File: config.mk
export PLATFORM = sky130hd
export DESIGN_NAME = sevenseg_scan_driver
export DESIGN_NICKNAME = d
export VERILOG_FILES = /design/src/rtl/sevenseg_scan_driver.sv
export SDC_FILE = /design/constraint.sdc
export NUM_CORES = 1
export LEC_CHECK = 0
export ABC_AREA = 1
export CAP_MARGIN = 10
export CORE_ASPECT_RATIO = 1.75
export CORE_MARGIN = 10
export CORE_UTILIZATION = 50
export CTS_CLUSTER_DIAMETER = 60
export CTS_CLUSTER_SIZE = 40
export DETAILED_ROUTE_END_ITERATION = 10
export PLACE_DENSITY = 0.88
export SLEW_MARGIN = 40
export SYNTH_ARGS = -nofsm -noshare
export SYNTH_HDL_FRONTEND = slang
export SYNTH_SLANG_ARGS = --single-unit
File: constraint.sdc
create_clock -name sysclk -period 3.2 [get_ports sysclk]
set_input_delay 0.8 -clock sysclk [delete_from_list [all_inputs] [get_ports sysclk]]
set_output_delay 0.8 -clock sysclk [all_outputs]
set_load 0.01 [all_outputs]
File: src/rtl/sevenseg_scan_driver.sv
// sevenseg_scan_driver: eight-digit multiplexed seven-segment driver.
// Scans one digit per slot with a leading blank interval; inputs latched once per frame.
module sevenseg_scan_driver #(
    parameter int SCAN_DIV     = 100000,
    parameter int BLANK_CYCLES = 1000
) (
    input  logic       sysclk,
    input  logic       sysreset,
    input  logic [7:0] dig0,
    input  logic [7:0] dig1,
    input  logic [7:0] dig2,
    input  logic [7:0] dig3,
    input  logic [7:0] dig4,
    input  logic [7:0] dig5,
    input  logic [7:0] dig6,
    input  logic [7:0] dig7,
    input  logic [3:0] dp_lo,
    input  logic [3:0] dp_hi,
    output logic [7:0] an,
    output logic [6:0] seg,
    output logic       dp
);

    localparam int CW = (SCAN_DIV > 1) ? $clog2(SCAN_DIV) : 1;
    localparam logic [CW-1:0] CNT_LAST  = CW'(SCAN_DIV - 1);
    localparam logic [CW-1:0] CNT_BLANK = CW'(BLANK_CYCLES);

    logic [CW-1:0] cnt;
    logic [2:0]    slot;
    logic [4:0]    sh_code [8];
    logic [7:0]    sh_dp;
    logic [4:0]    dig_code [8];
    logic          snap;
    logic          unused_hi;

    assign dig_code[0] = dig0[4:0];
    assign dig_code[1] = dig1[4:0];
    assign dig_code[2] = dig2[4:0];
    assign dig_code[3] = dig3[4:0];
    assign dig_code[4] = dig4[4:0];
    assign dig_code[5] = dig5[4:0];
    assign dig_code[6] = dig6[4:0];
    assign dig_code[7] = dig7[4:0];

    // Upper code bits carry no meaning for the display.
    assign unused_hi = ^{dig0[7:5], dig1[7:5], dig2[7:5], dig3[7:5],
                         dig4[7:5], dig5[7:5], dig6[7:5], dig7[7:5]};

    // Frame start is the only moment software values are taken.
    assign snap = (cnt == '0) && (slot == 3'd0);

    // Active-high gfedcba glyph for a 5-bit digit code.
    function automatic logic [6:0] seg_pattern(input logic [4:0] code);
        logic [6:0] p;
        p = 7'h00;
        case (code)
            5'h00: p = 7'h3F;
            5'h01: p = 7'h06;
            5'h02: p = 7'h5B;
            5'h03: p = 7'h4F;
            5'h04: p = 7'h66;
            5'h05: p = 7'h6D;
            5'h06: p = 7'h7D;
            5'h07: p = 7'h07;
            5'h08: p = 7'h7F;
            5'h09: p = 7'h6F;
            5'h0A: p = 7'h77;
            5'h0B: p = 7'h7C;
            5'h0C: p = 7'h39;
            5'h0D: p = 7'h5E;
            5'h0E: p = 7'h79;
            5'h0F: p = 7'h71;
            5'h11: p = 7'h40;
            5'h12: p = 7'h76;
            5'h13: p = 7'h38;
            5'h14: p = 7'h5C;
            5'h15: p = 7'h73;
            5'h16: p = 7'h3E;
            5'h17: p = 7'h01;
            5'h18: p = 7'h08;
            default: p = 7'h00;
        endcase
        return p;
    endfunction

    // Slot timing: cnt sweeps one slot, slot steps to the next digit on wrap.
    always_ff @(posedge sysclk) begin
        if (!sysreset) begin
            cnt  <= '0;
            slot <= 3'd0;
        end else if (cnt == CNT_LAST) begin
            cnt  <= '0;
            slot <= slot + 3'd1;
        end else begin
            cnt <= cnt + CW'(1);
        end
    end

    // Shadow set: holds the frame's codes and decimal points stable.
    always_ff @(posedge sysclk) begin
        if (!sysreset) begin
            for (int i = 0; i < 8; i++) begin
                sh_code[i] <= 5'h10;
            end
            sh_dp <= 8'h00;
        end else if (snap) begin
            for (int i = 0; i < 8; i++) begin
                sh_code[i] <= dig_code[i];
            end
            sh_dp <= {dp_hi, dp_lo};
        end
    end

    // Pin drivers: all dark while blanking, otherwise the current digit.
    always_ff @(posedge sysclk) begin
        if (!sysreset) begin
            an  <= 8'hFF;
            seg <= 7'h7F;
            dp  <= 1'b1;
        end else if (cnt < CNT_BLANK) begin
            an  <= 8'hFF;
            seg <= 7'h7F;
            dp  <= 1'b1;
        end else begin
            an  <= ~(8'd1 << slot);
            seg <= ~seg_pattern(sh_code[slot]);
            dp  <= ~sh_dp[slot];
        end
    end

endmodule

# ---- Yosys cells after proc, flatten, opt, wreduce, memory -nomap -nowiden
# Memories as Yosys holds them, arrays and structs flattened. A register that Yosys moved wholly into a read port is not among the register bits.
# Cells that the tools add are included.
dict set report op_classes {
  n_shift 1
  n_eq_ne 1
  n_mux 18
  reduce_logical 5
  bitwise 12
  magnitude_cmp 2
  n_addsub 2
}
# cell n
set ops {}
lappend ops {{2-to-1 mux 5 bit} 8}
lappend ops {{adder 17 x 1 -> 17 bit (second input constant)} 1}
lappend ops {{== test 17 bit (second input constant)} 1}
lappend ops {{zero test 17 bit} 1}
lappend ops {{< comparator 17 x 10 -> 1 bit (second input constant)} 1}
lappend ops {{2-to-1 mux 7 bit} 2}
lappend ops {{inverter 8 bit} 1}
lappend ops {{bitwise OR 1 bit} 8}
lappend ops {{left shift 1 x 3 -> 8 bit (first input constant)} 1}
lappend ops {{inverter 7 bit} 1}
lappend ops {{2-to-1 mux 3 bit} 2}
lappend ops {{2-to-1 mux 1 bit} 5}
lappend ops {{< comparator 3 x 4 -> 1 bit (second input constant)} 1}
lappend ops {{OR reduction 2 bit} 2}
lappend ops {{adder 3 x 1 -> 3 bit (second input constant)} 1}
lappend ops {{binary-select mux 1 bit (select 3 bit)} 1}
lappend ops {{zero test 3 bit} 1}
lappend ops {{inverter 1 bit} 2}
lappend ops {{logical AND 1 bit} 1}
dict set report totals {
  reg_bits 44
  mem_bits_ro 224
  output_inout_bits 16
  mem_bits_rw 40
  input_bits 74
  elab_cells 49
  n_memories 2
}
# memory words width rd rd_clocked_by_memory_dff wr line_no
set memory_table {}
lappend memory_table {{(name not given)} 32 7 1 0 0 56} ;# case (code)
lappend memory_table {sh_code 8 5 1 1 8 30} ;# logic [4:0] sh_code [8];

# ---- Longest topological paths before layout
dict set report depth {
  depth_word 6
  depth_mapped 15
  depth_no_buf 14
}

# ---- Worst setup path after synthesis
# OpenSTA, ideal clock, no wires.
dict set report synth_timing {
  path_type {reg-to-reg}
  from {reg slot[0]}
  to {mem sh_code[0][0], enable pin}
  t_required_ps 2800
  arrival_ps 2303
  path_stages_with_launch 8
  setup_time_ps 400
  synth_period_minus_slack_ps 2702
  setup_slack_ps 498
  n_path_buf 1
  cell_sequence {dfxtp_1 > inv_1 > clkbuf_1 > ha_1 > nand3_1 > nor4_2 > nand2_2 > nand2_1}
}
# item line_no
set synth_lines {}
lappend synth_lines {{start: declaration} 29} ;# logic [2:0] slot;
lappend synth_lines {{start signal: assignment} 93} ;# slot <= slot + 3'd1;
lappend synth_lines {{end: declaration} 30}

==> impl_metrics.toml <==
[status]
outcome = "finished clean"

[worst_hold_path]
hp-class = "flip-flop to flip-flop"

[clocking]
cts_buffer_depth = 2
cts_buffers = 9
clkSinkCount = 87
clkLatencyLatePin_ns = 0.34
clk_pin_slew_ns = 0.06
ctsHoldBuffers = 0
root_buffer = "clkbuf_16"
cts_tree = "built"
cts_max_level = 3
cts_repair_resize_count = 0
post-cts-setup-buffers = 0

[detailed_routing]
routedWlPerCell_um = 13.5
drc = 0
firstDrtPassIters = 5
vias = 3649
routed_via_density = 5.01
ant_nets = 0
routed_wl_um = 9810
drtIter0Drc = 255

[sta]
tns_ns = 0
hold_viol = 0
final.min_clock_period_ns = 2.46
worstMarginPinSlew_ns = 0.606
final.setup.worst_slack_ns = 0.744
relSlewSlack = 0.596
drv_slew = 0
fin_crit_sh = 0.767
finalSetupViolCount = 0
max_freq_ghz = 0.407
timing.clock.skew_ns = 0.00564
rsz0062_at_grt = "false"

[grt]
grt_start_max_net_pins = 43
track_usage = 0.155
grt_pass1_wl_um = 16200
antenna_found_initial = 0
grt_overflow = 0
grt_pass1_vias = 3583

[worst_setup_path]
critPathArrivalTime_ns = 2.43
worstPathCellList = "inv_1 > ha_1 > nand3_1 > nor4_2 > nand2_2 > nand2_1 > buf_4"
worstPathRequired_ns = 3.18
slowest_stage = "buf_4"
crit_type = "flip-flop to flip-flop"
worstPathMaxFanout = 42
start_kind = "flip-flop"
crit_path_max_incr_delay_ns = 0.45
cp-end-kind = "flip-flop"
path_buf_inv = 2
cp_top_family = "simple AND/OR/NAND/NOR gates"

[pwr]
combPwrFrac = 0.123
power.share.sequential = 0.490
vdd_drop_max_mv = 0.355
p_switching_mw = 0.638
p_sw_frac = 0.247
power_density_nw_per_um2 = 489
internal_power_mw = 1.95
fin_total_pwr_mw = 2.58
p_leak_nw = 2.37
clkPwrFrac = 0.387

[synth]
yosysWarnings = 0
synth-edff-count = 40
ys_seq_elements = 87
avgSynthCellArea_um2 = 7.82
synth_fp_nets = 634
async_reset_ff_frac = 0
synth_cell_type_count = 30
synth-main-ff-cell = "dfxtp_1"
synth_area_um2 = 4260
ys_seq_area_frac = 0.503
synthCells = 545

[die]
num_rows = 44
ios = 90
dieHeight_um = 142
dieWidth_um = 89.8
coreArea_um2 = 8310
initial_utilization = 0.513
die-area_um2 = 12800

[placed_design]
dp_slack_ns = 0.784
place_congestion = 0.898
dpl.hpwl_um = 7330
port_buffers = 65

[layout]
layout.nets = 698
drive_gt1_frac = 0.0391
area_growth_pct = 24.1
layout_common_cells = "157 x nand2_1, 81 x inv_1, 65 x clkdlybuf4s50_1"
final_common_cell = "nand2_1"
antennaDiodeCount = 0
fin_util = 0.636

[run]
cap_violations = 0
-- cell families (layout without fill, tap and decap cells) --
kind of cell / after synthesis / count (layout) / share of synthesized area
adder cells (fa/ha/maj): 15 / 15 / 0.0440
buffers and inverters: 101 / 170 / 0.0934
AO/OA/AOI/OAI: 39 / 39 / 0.0484
flip-flops: 87 / 87 / 0.503
XOR/XNOR: 4 / 4 / 0.00822
AND/OR/NAND/NOR: 299 / 299 / 0.303
-- cells in the mapped netlist (5+ instances only) --
| cell | number | area (um2) |
|---|---|---|
| nand2_1 | 157 | 589 |
| inv_1 | 81 | 304 |
| nor2_1 | 59 | 221 |
| nand3_1 | 55 | 275 |
| dfxtp_1 | 47 | 941 |
| edfxtp_1 | 40 | 1200 |
| a21oi_1 | 17 | 85.1 |
| o21ai_0 | 17 | 85.1 |
| ha_1 | 15 | 188 |
| buf_2 | 9 | 45.0 |
| nand4_1 | 6 | 37.5 |
| or2_1 | 6 | 37.5 |
| clkbuf_1 | 5 | 18.8 |
-- worst reg2reg max path: stages, from the launching register on --
cell and delay (ns):
dfxtp_1 0.34, inv_1 0.27, ha_1 0.29, nand3_1 0.12, nor4_2 0.26, nand2_2 0.20, nand2_1 0.15, buf_4 0.45
-- final cells by class --
| type | instances | area [um2] |
|---|---|---|
| clock buffer | 12 | 258 |
| clock inverter | 4 | 26.3 |
| fill | 681 | 3030 |
| inverter | 86 | 323 |
| multi-input combinational | 357 | 1720 |
| sequential | 87 | 2140 |
| tap | 115 | 144 |
| timing repair buffer | 68 | 673 |
-- flip-flops by register name (all words and copies together) (netlist names), named ones only --
register  count
sh_dp         8
slot          3
an            8
dp            1
sh_code      40
cnt          17
seg           7
-- layer usage --
layer,track usage,wire [um],share of wire,vias up
li1,-,-,-,1845
met1,0.156,3850,0.39,1648
met2,0.285,5160,0.53,132
met3,0.0317,464,0.047,24
met4,0.0932,334,0.034,0
met5,0,0,0,-
-- power groups by stage --
stage	clock network, mW	logic, mW	registers, mW
detailed placement	0	0.315	1.29
floorplan	0	0.207	1.28
global route	1.05	0.361	1.27
global placement	0	0.306	1.29
CTS	1.01	0.318	1.27
finish	1.00	0.319	1.27
-- per-stage QoR --
step,hold WS [ns],std cells,area (um2)
finish,0.478,729,5290
CTS,0.481,729,5290
global placement,0.456,713,5000
floorplan,0.441,545,4260
detailed placement,0.466,713,5000
global route,0.495,729,5290
-- final timing paths --
check / start / end / depth (start not counted) / slack [ns]
worst max-delay path: slot[0] / sh_code[4][3] / 7 / 0.74
worst min-delay path: sh_dp[0] / sh_dp[0] / 2 / 0.48
worst max register to register: slot[0] / sh_code[4][3] / 7 / 0.74
worst min register to register: sh_dp[0] / sh_dp[0] / 2 / 0.48
Power figures use the tool's default switching activity.
